<file path="src/rtl/execute_shift_rotate.sv">
// Iterative x86-style shift/rotate unit. It performs one 1-bit step per cycle,
// then presents the result together with its CF/OF flag values.
module execute_shift_rotate #(
  parameter int BIT_WIDTH = 32
) (
  input  logic                 clock,
  input  logic                 reset_n,
  input  logic                 in_valid,
  output logic                 in_ready,
  input  logic [2:0]           op,
  input  logic [BIT_WIDTH-1:0] operand,
  input  logic [4:0]           count,
  input  logic                 carry_in,
  input  logic                 flush,
  output logic                 out_valid,
  input  logic                 out_ready,
  output logic [BIT_WIDTH-1:0] result,
  output logic                 carry_out,
  output logic                 overflow_out,
  output logic                 flags_update
);

  localparam int MSB = BIT_WIDTH - 1;

  localparam logic [2:0] OP_ROL = 3'd0;
  localparam logic [2:0] OP_ROR = 3'd1;
  localparam logic [2:0] OP_RCL = 3'd2;
  localparam logic [2:0] OP_RCR = 3'd3;
  localparam logic [2:0] OP_SHL = 3'd4;
  localparam logic [2:0] OP_SHR = 3'd5;
  localparam logic [2:0] OP_SAL = 3'd6;
  localparam logic [2:0] OP_SAR = 3'd7;

  typedef enum logic [1:0] {
    IDLE  = 2'd0,
    SHIFT = 2'd1,
    DONE  = 2'd2
  } state_t;

  // Rotates wrap at the rotation period; RCL/RCR include CF, so the period is one bit longer.
  function automatic logic [4:0] eff_count(input logic [2:0] o, input logic [4:0] c);
    logic [5:0] c6;
    c6 = {1'b0, c};
    case (o)
      OP_ROL, OP_ROR: eff_count = 5'(c6 % 6'(BIT_WIDTH));
      OP_RCL, OP_RCR: eff_count = 5'(c6 % 6'(BIT_WIDTH + 1));
      default:        eff_count = c;
    endcase
  endfunction

  // One 1-bit step; the return value is {new_cf, new_value}.
  function automatic logic [BIT_WIDTH:0] step_once(input logic [2:0] o,
                                                   input logic [BIT_WIDTH-1:0] v,
                                                   input logic cf);
    case (o)
      OP_ROL:         step_once = {v[MSB], v[MSB-1:0], v[MSB]};
      OP_ROR:         step_once = {v[0], v[0], v[MSB:1]};
      OP_RCL:         step_once = {v[MSB], v[MSB-1:0], cf};
      OP_RCR:         step_once = {v[0], cf, v[MSB:1]};
      OP_SHL, OP_SAL: step_once = {v[MSB], v[MSB-1:0], 1'b0};
      OP_SHR:         step_once = {v[0], 1'b0, v[MSB:1]};
      OP_SAR:         step_once = {v[0], v[MSB], v[MSB:1]};
      default:        step_once = {cf, v};
    endcase
  endfunction

  state_t               state_r;
  logic [2:0]           op_r;
  logic [BIT_WIDTH-1:0] value_r;
  logic                 cf_r;
  logic                 cin_r;
  logic                 op_msb_r;
  logic                 zero_cnt_r;
  logic [4:0]           cnt_r;
  logic                 out_valid_r;
  logic [BIT_WIDTH-1:0] result_r;
  logic                 carry_out_r;
  logic                 overflow_out_r;
  logic                 flags_update_r;

  logic [4:0]           n_s;
  logic [BIT_WIDTH:0]   step_s;
  logic                 fin_cf_s;
  logic                 fin_of_s;

  assign n_s    = eff_count(op, count);
  assign step_s = step_once(op_r, value_r, cf_r);

  // Final CF/OF from the completed working value. A count of zero leaves the flags untouched.
  always_comb begin
    fin_cf_s = cf_r;
    fin_of_s = 1'b0;
    if (zero_cnt_r) begin
      fin_cf_s = cin_r;
      fin_of_s = 1'b0;
    end else begin
      case (op_r)
        OP_ROL: begin
          fin_cf_s = value_r[0];
          fin_of_s = value_r[MSB] ^ value_r[0];
        end
        OP_ROR: begin
          fin_cf_s = value_r[MSB];
          fin_of_s = value_r[MSB] ^ value_r[MSB-1];
        end
        OP_RCL, OP_SHL, OP_SAL: fin_of_s = value_r[MSB] ^ cf_r;
        OP_RCR:                 fin_of_s = op_msb_r ^ cin_r;
        OP_SHR:                 fin_of_s = op_msb_r;
        OP_SAR:                 fin_of_s = 1'b0;
        default:                fin_of_s = 1'b0;
      endcase
    end
  end

  // Control FSM, working registers and registered outputs.
  always_ff @(posedge clock or negedge reset_n) begin
    if (!reset_n) begin
      state_r        <= IDLE;
      op_r           <= 3'd0;
      value_r        <= '0;
      cf_r           <= 1'b0;
      cin_r          <= 1'b0;
      op_msb_r       <= 1'b0;
      zero_cnt_r     <= 1'b0;
      cnt_r          <= 5'd0;
      out_valid_r    <= 1'b0;
      result_r       <= '0;
      carry_out_r    <= 1'b0;
      overflow_out_r <= 1'b0;
      flags_update_r <= 1'b0;
    end else if (flush) begin
      state_r     <= IDLE;
      cnt_r       <= 5'd0;
      out_valid_r <= 1'b0;
    end else begin
      case (state_r)
        IDLE: begin
          if (in_valid) begin
            op_r       <= op;
            value_r    <= operand;
            cf_r       <= carry_in;
            cin_r      <= carry_in;
            op_msb_r   <= operand[MSB];
            zero_cnt_r <= (count == 5'd0);
            cnt_r      <= n_s;
            state_r    <= (n_s == 5'd0) ? DONE : SHIFT;
          end else begin
            state_r <= IDLE;
          end
        end
        SHIFT: begin
          {cf_r, value_r} <= step_s;
          cnt_r           <= cnt_r - 5'd1;
          if (cnt_r == 5'd1) begin
            state_r <= DONE;
          end else begin
            state_r <= SHIFT;
          end
        end
        DONE: begin
          // The first DONE cycle publishes the result; it is then held until consumed.
          if (!out_valid_r) begin
            result_r       <= value_r;
            carry_out_r    <= fin_cf_s;
            overflow_out_r <= fin_of_s;
            flags_update_r <= !zero_cnt_r;
            out_valid_r    <= 1'b1;
          end else if (out_ready) begin
            out_valid_r <= 1'b0;
            state_r     <= IDLE;
          end else begin
            out_valid_r <= 1'b1;
          end
        end
        default: begin
          state_r     <= IDLE;
          out_valid_r <= 1'b0;
        end
      endcase
    end
  end

  assign in_ready     = (state_r == IDLE);
  assign out_valid    = out_valid_r;
  assign result       = result_r;
  assign carry_out    = carry_out_r;
  assign overflow_out = overflow_out_r;
  assign flags_update = flags_update_r;

endmodule

</file>
<file path="config.mk">
export PLATFORM = sky130hd
export DESIGN_NAME = execute_shift_rotate
export DESIGN_NICKNAME = d
export VERILOG_FILES = /design/src/rtl/execute_shift_rotate.sv
export SDC_FILE = /design/constraint.sdc
export NUM_CORES = 1
export LEC_CHECK = 0
export ABC_AREA = 1
export CAP_MARGIN = 20
export CORE_AREA = 2 2 98 100
export CTS_CLUSTER_SIZE = 12
export DETAILED_ROUTE_END_ITERATION = 8
export DIE_AREA = 0 0 100 102
export PLACE_DENSITY = 0.7
export SLEW_MARGIN = 15
export SYNTH_ARGS = -nofsm -noshare
export SYNTH_HDL_FRONTEND = slang
export SYNTH_SLANG_ARGS = --single-unit
</file>
<file path="constraint.sdc">
create_clock -name clock -period 1.4 [get_ports clock]
set_clock_uncertainty 0.05 [all_clocks]
set_input_delay 0.21 -clock clock [delete_from_list [all_inputs] [get_ports clock]]
set_output_delay 0.21 -clock clock [all_outputs]
set_load 0.01 [all_outputs]
</file>
# Yosys cells after proc, flatten, opt, wreduce, memory -nomap -nowiden

Cells that the tools add are included.

Flip-flop bits (word level): 82

Add/sub/neg operators: 1
Divide/modulo/power cells: 1
Eq/ne operators: 18
Muxes and demuxes: 24
Bitwise operators: 6
Reductions and logical operators: 17

Operator list:

| operator                                                           | number |
|---|---|
| 33-bit one-hot mux with 7 select lines                             | 1 |
| 32-bit one-hot mux with 2 select lines                             | 1 |
| 32-bit 2-to-1 mux                                                  | 1 |
| 5-bit 2-to-1 mux                                                   | 3 |
| 3-bit by 2-bit == test with 1-bit output, second input constant    | 4 |
| 3-bit == test, second input constant                               | 4 |
| 2-bit 2-to-1 mux                                                   | 6 |
| 5-bit logical NOT                                                  | 2 |
| 5-bit one-hot mux with 2 select lines                              | 1 |
| 3-bit AND reduction                                                | 3 |
| 5-bit by 6-bit modulo with 6-bit output, second input constant     | 1 |
| 1-bit 2-to-1 mux                                                   | 6 |
| 3-bit != test, second input constant                               | 2 |
| 1-bit one-hot mux with 2 select lines                              | 3 |
| 1-bit one-hot mux with 6 select lines                              | 1 |
| 2-bit one-hot mux with 3 select lines                              | 1 |
| 2-bit OR reduction                                                 | 3 |
| 5-bit by 1-bit == test with 1-bit output, second input constant    | 1 |
| 5-bit by 1-bit subtractor with 5-bit output, second input constant | 1 |
| 2-bit != test, second input constant                               | 2 |
| 2-bit AND reduction                                                | 2 |
| 4-bit AND reduction                                                | 1 |
| 1-bit XOR                                                          | 4 |
| 3-bit by 1-bit == test with 1-bit output, second input constant    | 1 |
| 11 further kinds                                                   | 12 |

# Longest topological paths before layout

Gate-level depths: netlist (run 1).

Depth after elaboration: 8
Depth in mapped cells: 10

# Worst setup path before layout (run 1)

OpenSTA, ideal clock, no wires.

Path type: register -> register
From: register state_r[0]
To: register result_r[14], in the netlist result[14]
Library setup time: 0.130 ns
Data arrival time: 1.126 ns
Data required time: 1.220 ns
Slack: 0.094 ns
Stages on the path, launching flop included: 9
Clock period less this slack: 1.306 ns
Path through: dfrtp_1 -> inv_2 -> nand2_1 -> nor3_2 -> inv_2 -> buf_6 -> buf_6 -> nand2_1 -> o21ai_1

Word-level cells in the longest chain between the ends: 2

Ends and longest elaborated chain:

| what                          | line | text |
|---|---|---|
| start, declared               | 67   | `state_t state_r;` |
| start signal, assigned        | 146  | `state_r <= (n_s == 5'd0) ? DONE : SHIFT;` |
| 2-bit == test                 | 136  | `case (state_r)` |
| 3-bit AND reduction (no line) | -    |  |
| end signal, assigned          | 163  | `result_r <= value_r;` |
| end, declared                 | 76   | `logic [BIT_WIDTH-1:0] result_r;` |

No other way between the ends.
A chain may end at the register's enable or synchronous reset.

# Worst setup path after layout (run 1)

From: register state_r[0]
To: register value_r[17]

Word-level cells in the longest chain between the ends: 3
Elaborated cells on any way between the ends: 6
Classes of those cells: 2 x eq/ne; 1 x mux; 3 x reduce/logical

Ends and longest elaborated chain:

| what                                                                          | line | text |
|---|---|---|
| 2-bit by 1-bit == test with 1-bit output or 2-bit logical NOT (tied branches) | 136  |  |
| 2-bit nonzero test (no line) or 2-bit != test (tied branches)                 | -    |  |
| 3-bit AND reduction (no line)                                                 | -    |  |
| end signal, assigned                                                          | 140  | `value_r <= operand;` |
| end signal, assigned                                                          | 152  | `{cf_r, value_r} <= step_s;` |
| end, declared                                                                 | 69   | `logic [BIT_WIDTH-1:0] value_r;` |

Several ways; a longest one is shown, not always the timed one.

==> run_results.csv, run 1 <==
group,metric,value,unit
die,fp.dieW,100,um
grt,overflow,0,
logic_synthesis,synth.distinct_cells,26,
cts,cts_root_buf,"clkbuf_8",
grt,grt_pass1_vias,3558,
timing,layout_worst_path_cycle_share,97.10,%
critical_path,cp.required,1.57,ns
logic_synthesis,synth_area_leaders,"dfrtp_1 52%, nand2_1 7.6%, o21ai_0 6.3%",
timing,finalMaxSlewViolations,0,
job,maxCapViolations,0,
pwr,p_switching,2.969,mW
finish,nets,633,
critical_path,worstSetupStartpointType,"register",
pwr,total_power,8.250,mW
die,start_util,43.70,%
die,pin_count,83,
grt,grt_pass1_wl,16540,um
cts,cts_max_level,3,
finish,syn_to_final_growth,35.24,%
logic_synthesis,avgSynthCellArea,8.206,um2
routing,viasPerCell,5.157,
finish,multiInputGateArea,1634,um2
timing,worst_pin_slew,0.3644,ns
pwr,power.density,1533,nW/um2
finish,num-fill-cells,838,
pwr,clkPwrFrac,18.6,%
grt,grt_max_degree,41,
grt,grt_use_total,20.18,%
critical_path,path_cells,"buf_4 > o21ai_4 > inv_4 > buf_12 > o21ai_1 > o22ai_1",
logic_synthesis,yosysTopAreaCell,"dfrtp_1",
worst_hold_path,hp-class,"in2async",
placed_design,placed_area,5054,um2
timing,post-route-min-period,1.359,ns
critical_path,crit_path_top_delay_cell,"dfrtp_2",
finish,utilization,59.09,%
placed_design,gp_congestion,0.9002,
cts,numCtsBuffers,9,
timing,slew_headroom,75.71,%
cts,clockBufferDepth,2,
finish,seqCellArea,2057,um2
finish,final_area,5383,um2
die,core_area,9109,um2
routing,wl,9804,um
routing,antenna_left,0,
cts,numClockSinks,82,
cts,clock_latency,0.35,ns
timing,hold_viol,0,
critical_path,arrival,1.53,ns
logic_synthesis,synth_cells,485,
placed_design,hpwl,6927,um
routing,drtIter0Drc,186,
critical_path,cp_num_buf_inv,3,
placed_design,numPortBuffers,82,
routing,route.detailed.drc,0,
critical_path,max_stage_delay,0.45,ns
logic_synthesis,ys_seq_area_share,51.56,%
finish,drive_above_1_share,14.24,%
logic_synthesis,syn-cell-area,3980,um2
die,rows,35,
cts,clkTransAtPathRegs,0.08,ns
critical_path,critPathKind,"reg2reg",
logic_synthesis,syn_nets,533,
routing,dr.pass1.iters,5,
pwr,p_comb_share,37.8,%
pwr,p_int,5.281,mW
grt,grt_antenna_before_repair,0,
critical_path,crit_fanout,26,
logic_synthesis,yosys.area.top_type_share,51.56,%
timing,finalSetupViolCount,0,
finish,antenna_cells,0,
pwr,sw_frac_of_total,35.99,%
timing,finalHoldWorstSlack,0.2631,ns
cts,cts_tree,"yes",
logic_synthesis,synth-seq-cells,82,
pwr,leakagePower,2.513,nW
die,die_h,102,um
pwr,p_seq_share,43.5,%
routing,vias,3615,
critical_path,end_kind,"register",
timing,clock.fmax,735.6,MHz
die,dieArea,10200,um2
pwr,vdd_ir_drop_max,0.7140,mV
routing,wl_per_cell,13.99,um
logic_synthesis,ys_warn_count,0,
status,status,"finished, final reports clean",
timing,rsz0062_at_grt,"yes",
critical_path,path_delay_family,"flip-flops",
layout by cell type, fill, tap and decap left out, types with 2 or more instances in the layout:
| cell type | count |
|---|---|
| nand2_1 | 81 |
| dfrtp_1 | 78 |
| nor2_1 | 59 |
| o21ai_1 | 47 |
| clkdlybuf4s50_1 | 44 |
| inv_1 | 41 |
| dlygate4sd2_1 | 36 |
| o21ai_0 | 32 |
| a21oi_1 | 31 |
| o22ai_1 | 31 |
| buf_4 | 23 |
| clkbuf_8 | 10 |
| nand3_1 | 9 |
| buf_12 | 9 |
| inv_2 | 7 |
| o21ai_2 | 5 |
| o211ai_1 | 5 |
| dfrtp_2 | 4 |
| nor2_4 | 3 |
| nor2_2 | 3 |
| clkinvlp_4 | 3 |
| buf_6 | 3 |
| nand4_1 | 2 |
| a21oi_2 | 2 |
| xor2_1 | 2 |
| clkbuf_1 | 2 |
power groups by stage:
stage	registers [mW]	clock network [mW]	logic (mW)
3_3_place_gp	3.62	0	3.28
2_1_floorplan	3.79	0	1.52
5_1_grt	3.70	1.70	3.53
6_report	3.59	1.54	3.12
3_5_place_dp	3.64	0	3.36
4_1_cts	3.57	1.57	3.04
cell usage after synthesis:
master / number
dfrtp_1: 82
nand2_1: 81
nor2_1: 65
o21ai_0: 50
inv_1: 45
a21oi_1: 33
o22ai_1: 31
o21ai_1: 30
buf_2: 19
nand3_1: 9
buf_6: 7
inv_2: 5
o211ai_1: 5
o21ai_2: 5
clkbuf_1: 3
ha_1: 2
nand4_1: 2
nor3_1: 2
xor2_1: 2
a211oi_1: 1
and2_1: 1
nand2_2: 1
nor3_2: 1
o211a_1: 1
o21bai_1: 1
o221ai_1: 1
worst paths after layout:
path	end	startpoint	slack, ns	cells after the start
hold reg to reg	result[4]$_DFFE_PN0P_	result[4]$_DFFE_PN0P_	0.43	2
min in group clock	op_r[1]$_DFFE_PN0P_	op[1]	0.34	3
hold / removal	result[30]$_DFFE_PN0P_	reset_n	0.26	2
setup reg to reg	value_r[17]$_DFFE_PN0P_	state_r[0]$_DFFE_PN0P_	0.04	6
setup / recovery	value_r[17]$_DFFE_PN0P_	state_r[0]$_DFFE_PN0P_	0.04	6
max in group asynchronous	value_r[2]$_DFFE_PN0P_	reset_n	0.50	3
state kept, by name, indices dropped and copies added, names as in the netlist:
signal and cells:
carry_out 1, cf_r 1, cin_r 1, cnt_r 5
flags_update 1, op_msb_r 1, op_r 3, out_valid 1
overflow_out 1, result 32, state_r 2, value_r 32
zero_cnt_r 1
cell type report:
type                       instances  share of cell area, %
timing repair buffer             118                  21.97
clock buffer                      12                  2.696
tap                              111                  2.580
inverter                          50                  3.673
sequential                        82                  38.21
clock inverter                     4                 0.5114
multi-input combinational        324                  30.36
stage by stage:
step / TNS (ns) / worst slack, ns / cells
floorplan: 0 / 0.09397 / 485
global placement: -13.46 / -0.2163 / 674
detailed placement: -15.59 / -0.2663 / 674
CTS: -0.04378 / -0.04378 / 693
global route: -0.2096 / -0.03420 / 701
finish: 0 / 0.04057 / 701
per-layer routing:
layer | up-vias | wire length (um) | track usage [%]
li1 | 1819 | - | -
met1 | 1686 | 4490 | 27.43
met2 | 104 | 4744 | 33.37
met3 | 6 | 493 | 3.625
met4 | 0 | 75 | 6.006
met5 | - | 0 | 0
kinds of logic after synthesis:
| family | after synthesis | share of synthesized area, % |
|---|---|---|
| compound gates | 158 | 21.97 |
| xor+xnor | 2 | 0.4402 |
| fa+ha+maj | 2 | 0.6286 |
| buf+inv | 79 | 9.368 |
| flops | 82 | 51.56 |
| simple gates | 162 | 16.03 |
timing repair:
| action | 4_1_cts | 5_1_grt |
|---|---|---|
| buffers inserted | 2 | 7 |
| resized for setup | 42 | 50 |
| cloned | 0 | 1 |
| pin swaps | 0 | 2 |
| endpoints found under the setup margin | 46 | 70 |
| hold buffers | 1 | 0 |
| hold endpoints to repair | 23 | 0 |
(Power assumes the default switching activity.)
==> run 2: changes to the inputs <==
Settings changed: PLACE_DENSITY 0.7 to 0.67.
Clock period 1.4 ns to 1.3 ns, I/O delays scaled along.
==> run_results.csv, run 2 (same netlist as run 1, synthesis figures left out) <==
group,metric,value,unit
status,status,"finished, violations left",
status,failed_checks,"negative setup slack",
cts,clkTransAtPathRegs,0.08,ns
critical_path,r2r_start,"state_r[0]$_DFFE_PN0P_",
placed_design,hpwl,6996,um
timing,post-route-min-period,1.507,ns
cts,cts_tree,"yes",
pwr,vdd_ir_drop_max,0.8046,mV
cts,clockBufferDepth,2,
grt,grt_max_degree,40,
cts,cts_root_buf,"clkbuf_8",
critical_path,critPathKind,"reg2reg",
timing,finalMaxSlewViolations,0,
finish,nets,663,
timing,clock.fmax,663.6,MHz
die,die_h,102,um
timing,rsz0062_at_grt,"yes",
routing,antenna_left,0,
worst_hold_path,hp-class,"in2async",
timing,finalSetupViolCount,76,
finish,final_area,5904,um2
grt,grt_use_total,21.70,%
routing,wl_per_cell,15.55,um
critical_path,crit_fanout,6,
routing,dr.pass1.iters,4,
pwr,power.density,1653,nW/um2
die,start_util,43.70,%
die,dieArea,10200,um2
critical_path,cp-startpoint,"state_r[0]$_DFFE_PN0P_",
placed_design,gp_congestion,0.8158,
finish,final_cell_mix,"79 x dfrtp_1, 64 x nor2_1, 59 x nand2_1",
timing,layout_worst_path_cycle_share,115.9,%
cts,cts_max_level,3,
timing,worst_pin_slew,0.3370,ns
grt,grt_pass1_wl,17470,um
placed_design,numPortBuffers,82,
die,rows,35,
timing,fin_ws,-0.2068,ns
timing,finalHoldWorstSlack,0.2243,ns
timing,slew_headroom,77.36,%
critical_path,cp.required,1.48,ns
routing,viasPerCell,5.288,
placed_design,placed_area,5136,um2
finish,layout_commonest_cell,"dfrtp_1",
die,fp.dieW,100,um
critical_path,worstSetupStartpointType,"register",
grt,grt_antenna_before_repair,0,
grt,grt_pass1_vias,3671,
cts,numCtsBuffers,9,
critical_path,arrival,1.69,ns
die,core_area,9109,um2
job,maxCapViolations,0,
grt,overflow,0,
finish,drive_above_1_share,21.65,%
finish,utilization,64.82,%
finish,antenna_cells,0,
pwr,total_power,9.761,mW
routing,wl,11350,um
timing,hold_viol,0,
cts,numClockSinks,82,
routing,drtIter0Drc,150,
routing,route.detailed.drc,0,
critical_path,end_kind,"register",
pwr,leakagePower,2.746,nW
die,pin_count,83,
finish,syn_to_final_growth,48.35,%
cts,clock_latency,0.35,ns
routing,vias,3860,
## run 2: changes by cell type in the layout (fill, tap and decap cells not counted), sizes merged
cell	delta
clkbuf	+2
dlygate4sd2	-20
bufinv	+1
clkdlybuf4s15	+19
buf	+26
clkinvlp	-1
clkinv	+2
## run 2: stage by stage
stage	setup TNS, ns	instances	worst slack [ns]
global placement	-21.75	685	-0.3514
global route	-14.71	730	-0.2856
finish	-8.012	730	-0.2068
CTS	-7.682	713	-0.1510
detailed placement	-24.88	685	-0.4206
floorplan	-0.08932	485	-0.006028
## run 2: final timing paths
path / end / depth (start not counted) / slack (ns)
min reg2reg: result[12]$_DFFE_PN0P_ / 2 / 0.44
min in group clock: op_r[1]$_DFFE_PN0P_ / 3 / 0.34
max reg2reg: result[5]$_DFFE_PN0P_ / 8 / -0.21
min: value_r[22]$_DFFE_PN0P_ / 2 / 0.22
max: result[5]$_DFFE_PN0P_ / 8 / -0.21
max in group asynchronous: op_r[0]$_DFFE_PN0P_ / 3 / 0.53
## run 2: cell type report
type / instances / area [um2]
repair inverters: 1 / 7.507
repair buffers: 147 / 1612
well taps: 111 / 138.9
multi-input cells: 324 / 1712
clock buffers: 10 / 127.6
fillers: 765 / 3204
clock inverters: 5 / 56.30
flip-flops and latches: 82 / 2056
inverters: 50 / 195.2
## run 2: per-layer routing
layer / track usage [%] / routed length (um)
met1: 28.95 / 5067
met2: 36.12 / 5438
met3: 3.146 / 579
met4: 8.430 / 264
met5: 0 / 0
## run 2: report_power, final
part / internal [mW] / switching, mW
logic: 2.06 / 1.99
registers: 3.38 / 0.538
clock network: 0.875 / 0.915
total: 6.31 / 3.45
## run 2: what timing repair did
action,in CTS,in global routing
gates resized for setup,67,70
hold buffers,1,0
pin swaps,1,2
endpoints found under the hold margin,82,0
cloned,5,6
setup buffers,7,13
endpoints found under the setup margin,110,97
## run 2: worst max-delay path, stage by stage (launching register included)
cell	delay [ns]
dfrtp_2	0.45
inv_2	0.07
nand2_2	0.06
nor3_4	0.24
inv_4	0.10
buf_12	0.16
buf_12	0.14
nand2_2	0.06
o21ai_1	0.06
==> run 3: changes to the inputs <==
==> constraint.sdc (replaced) <==
create_clock -name clock -period 1.3 [get_ports clock]
set_clock_uncertainty 0.05 [all_clocks]
set_input_delay 0.39 -clock clock [delete_from_list [all_inputs] [get_ports clock]]
set_output_delay 0.39 -clock clock [all_outputs]
set_load 0.01 [all_outputs]
==> run_results.csv, run 3 (same netlist as run 1, synthesis figures left out) <==
group,metric,value,unit
status,status,"finished, violations left",
status,failed_checks,"negative setup slack",
pwr,p_switching,3.544,mW
routing,viasPerCell,5.323,
timing,finalMaxSlewViolations,0,
placed_design,hpwl,6877,um
grt,grt_use_total,21.56,%
routing,dr.pass1.iters,4,
timing,setup_tns,-11.43,ns
cts,clock_latency,0.36,ns
critical_path,cp.required,1.52,ns
pwr,clkPwrFrac,20.1,%
cts,numClockSinks,82,
die,dieArea,10200,um2
critical_path,r2r_start,"state_r[1]$_DFFE_PN0P_",
routing,route.detailed.drc,0,
critical_path,crit_fanout,10,
timing,rsz0062_at_grt,"yes",
finish,drive_above_1_share,29.68,%
timing,worst_pin_slew,0.3767,ns
timing,clock.fmax,646.8,MHz
die,pin_count,83,
placed_design,dp_slack,-0.6239,ns
worst_hold_path,hold_start,"flags_update$_DFFE_PN0P_",
worst_hold_path,hp-class,"reg2reg",
die,start_util,43.70,%
die,core_area,9109,um2
job,maxCapViolations,0,
grt,grt_antenna_before_repair,0,
grt,overflow,0,
cts,clockBufferDepth,2,
routing,wl_per_cell,16.22,um
critical_path,worstSetupStartpointType,"register",
pwr,sw_frac_of_total,35.30,%
critical_path,end_kind,"register",
cts,cts_tree,"yes",
finish,instances_no_fill,741,
critical_path,crit_path_top_delay_cell,"dfrtp_1",
timing,post-route-min-period,1.546,ns
critical_path,cp-startpoint,"state_r[1]$_DFFE_PN0P_",
cts,numCtsBuffers,9,
critical_path,path_cells,"buf_6 > nor2_4 > o21ai_4 > inv_6 > clkbuf_16 > o21ai_0 > o22ai_1",
pwr,p_comb_share,41.3,%
critical_path,max_stage_delay,0.43,ns
cts,cts_max_level,3,
die,die_h,102,um
timing,hold_viol,0,
die,rows,35,
routing,wl,12020,um
die,fp.dieW,100,um
critical_path,critPathKind,"reg2reg",
placed_design,numPortBuffers,82,
timing,slew_headroom,74.69,%
grt,grt_pass1_vias,3797,
pwr,p_int,6.495,mW
finish,layout_commonest_cell,"dfrtp_1",
grt,grt_pass1_wl,17430,um
placed_design,dp_cells,686,
timing,fin_ws,-0.2460,ns
timing,finalHoldWorstSlack,0.4440,ns
finish,final_cell_mix,"81 x dfrtp_1, 66 x nand2_1, 61 x nor2_1",
grt,grt_max_degree,53,
pwr,leakagePower,2.795,nW
pwr,vdd_ir_drop_max,0.7216,mV
routing,drtIter0Drc,173,
pwr,p_seq_share,38.6,%
finish,utilization,64.57,%
finish,syn_to_final_growth,47.78,%
timing,finalSetupViolCount,112,
pwr,total_power,10.04,mW
critical_path,arrival,1.77,ns
timing,layout_worst_path_cycle_share,118.9,%
finish,final_area,5882,um2
cts,cts_root_buf,"clkbuf_8",
routing,vias,3944,
finish,nets,675,
finish,antenna_cells,0,
routing,antenna_left,0,
placed_design,gp_congestion,0.7831,
placed_design,placed_area,5106,um2
pwr,power.density,1707,nW/um2
cts,clkTransAtPathRegs,0.09,ns
[run 3: routing by layer]
metal  track usage, %  wire, um  vias up  share of wire [%]
li1                 -         -     1897                  -
met1            27.39      5274     1905                 44
met2            37.32      5919      126                 49
met3            4.036       624       16                5.2
met4            7.376       203        0                1.7
met5                0         0        -                  0
[run 3: final cells by class]
| type | count | area [um2] |
|---|---|---|
| fillers | 764 | 3227 |
| flip-flops and latches | 82 | 2053 |
| multi-input cells | 324 | 1763 |
| repair buffers | 159 | 1508 |
| inverters | 50 | 207.7 |
| well taps | 111 | 138.9 |
| clock buffers | 9 | 123.9 |
| clock inverters | 5 | 81.33 |
| repair inverters | 1 | 6.256 |
[run 3: path summary, 6_finish.rpt]
check	to	slack, ns	cells after the start
max	value_r[16]$_DFFE_PN0P_	-0.25	7
min	flags_update$_DFFE_PN0P_	0.44	2
min in group asynchronous	value_r[16]$_DFFE_PN0P_	0.51	3
min reg2reg	flags_update$_DFFE_PN0P_	0.44	2
max in group asynchronous	value_r[25]$_DFFE_PN0P_	0.35	3
max reg2reg	value_r[16]$_DFFE_PN0P_	-0.25	7
[run 3: timing repair]
| action | CTS | global route |
|---|---|---|
| pin swaps | 4 | 5 |
| cloned | 1 | 10 |
| endpoints found under the hold margin | 52 | 0 |
| resized for setup | 214 | 49 |
| endpoints found under the setup margin | 113 | 112 |
| hold buffers | 1 | 0 |
| setup buffers | 14 | 15 |
[run 3: power by group through the flow]
stage	clock (mW)	sequential [mW]	combinational [mW]
final	2.01	3.87	4.15
after global routing	2.14	3.96	4.58
after CTS	2.02	3.85	3.58
after detailed placement	0	3.92	3.69
after global placement	0	3.90	3.61
after floorplan	0	4.09	1.63
[run 3: critical path: cells and delay by family (launching register included)]
kind | cells | cell delay, ns
AO/OA/AOI/OAI | 3 | 0.37
AND/OR/NAND/NOR | 1 | 0.14
buffers and inverters | 3 | 0.48
flip-flops | 1 | 0.43
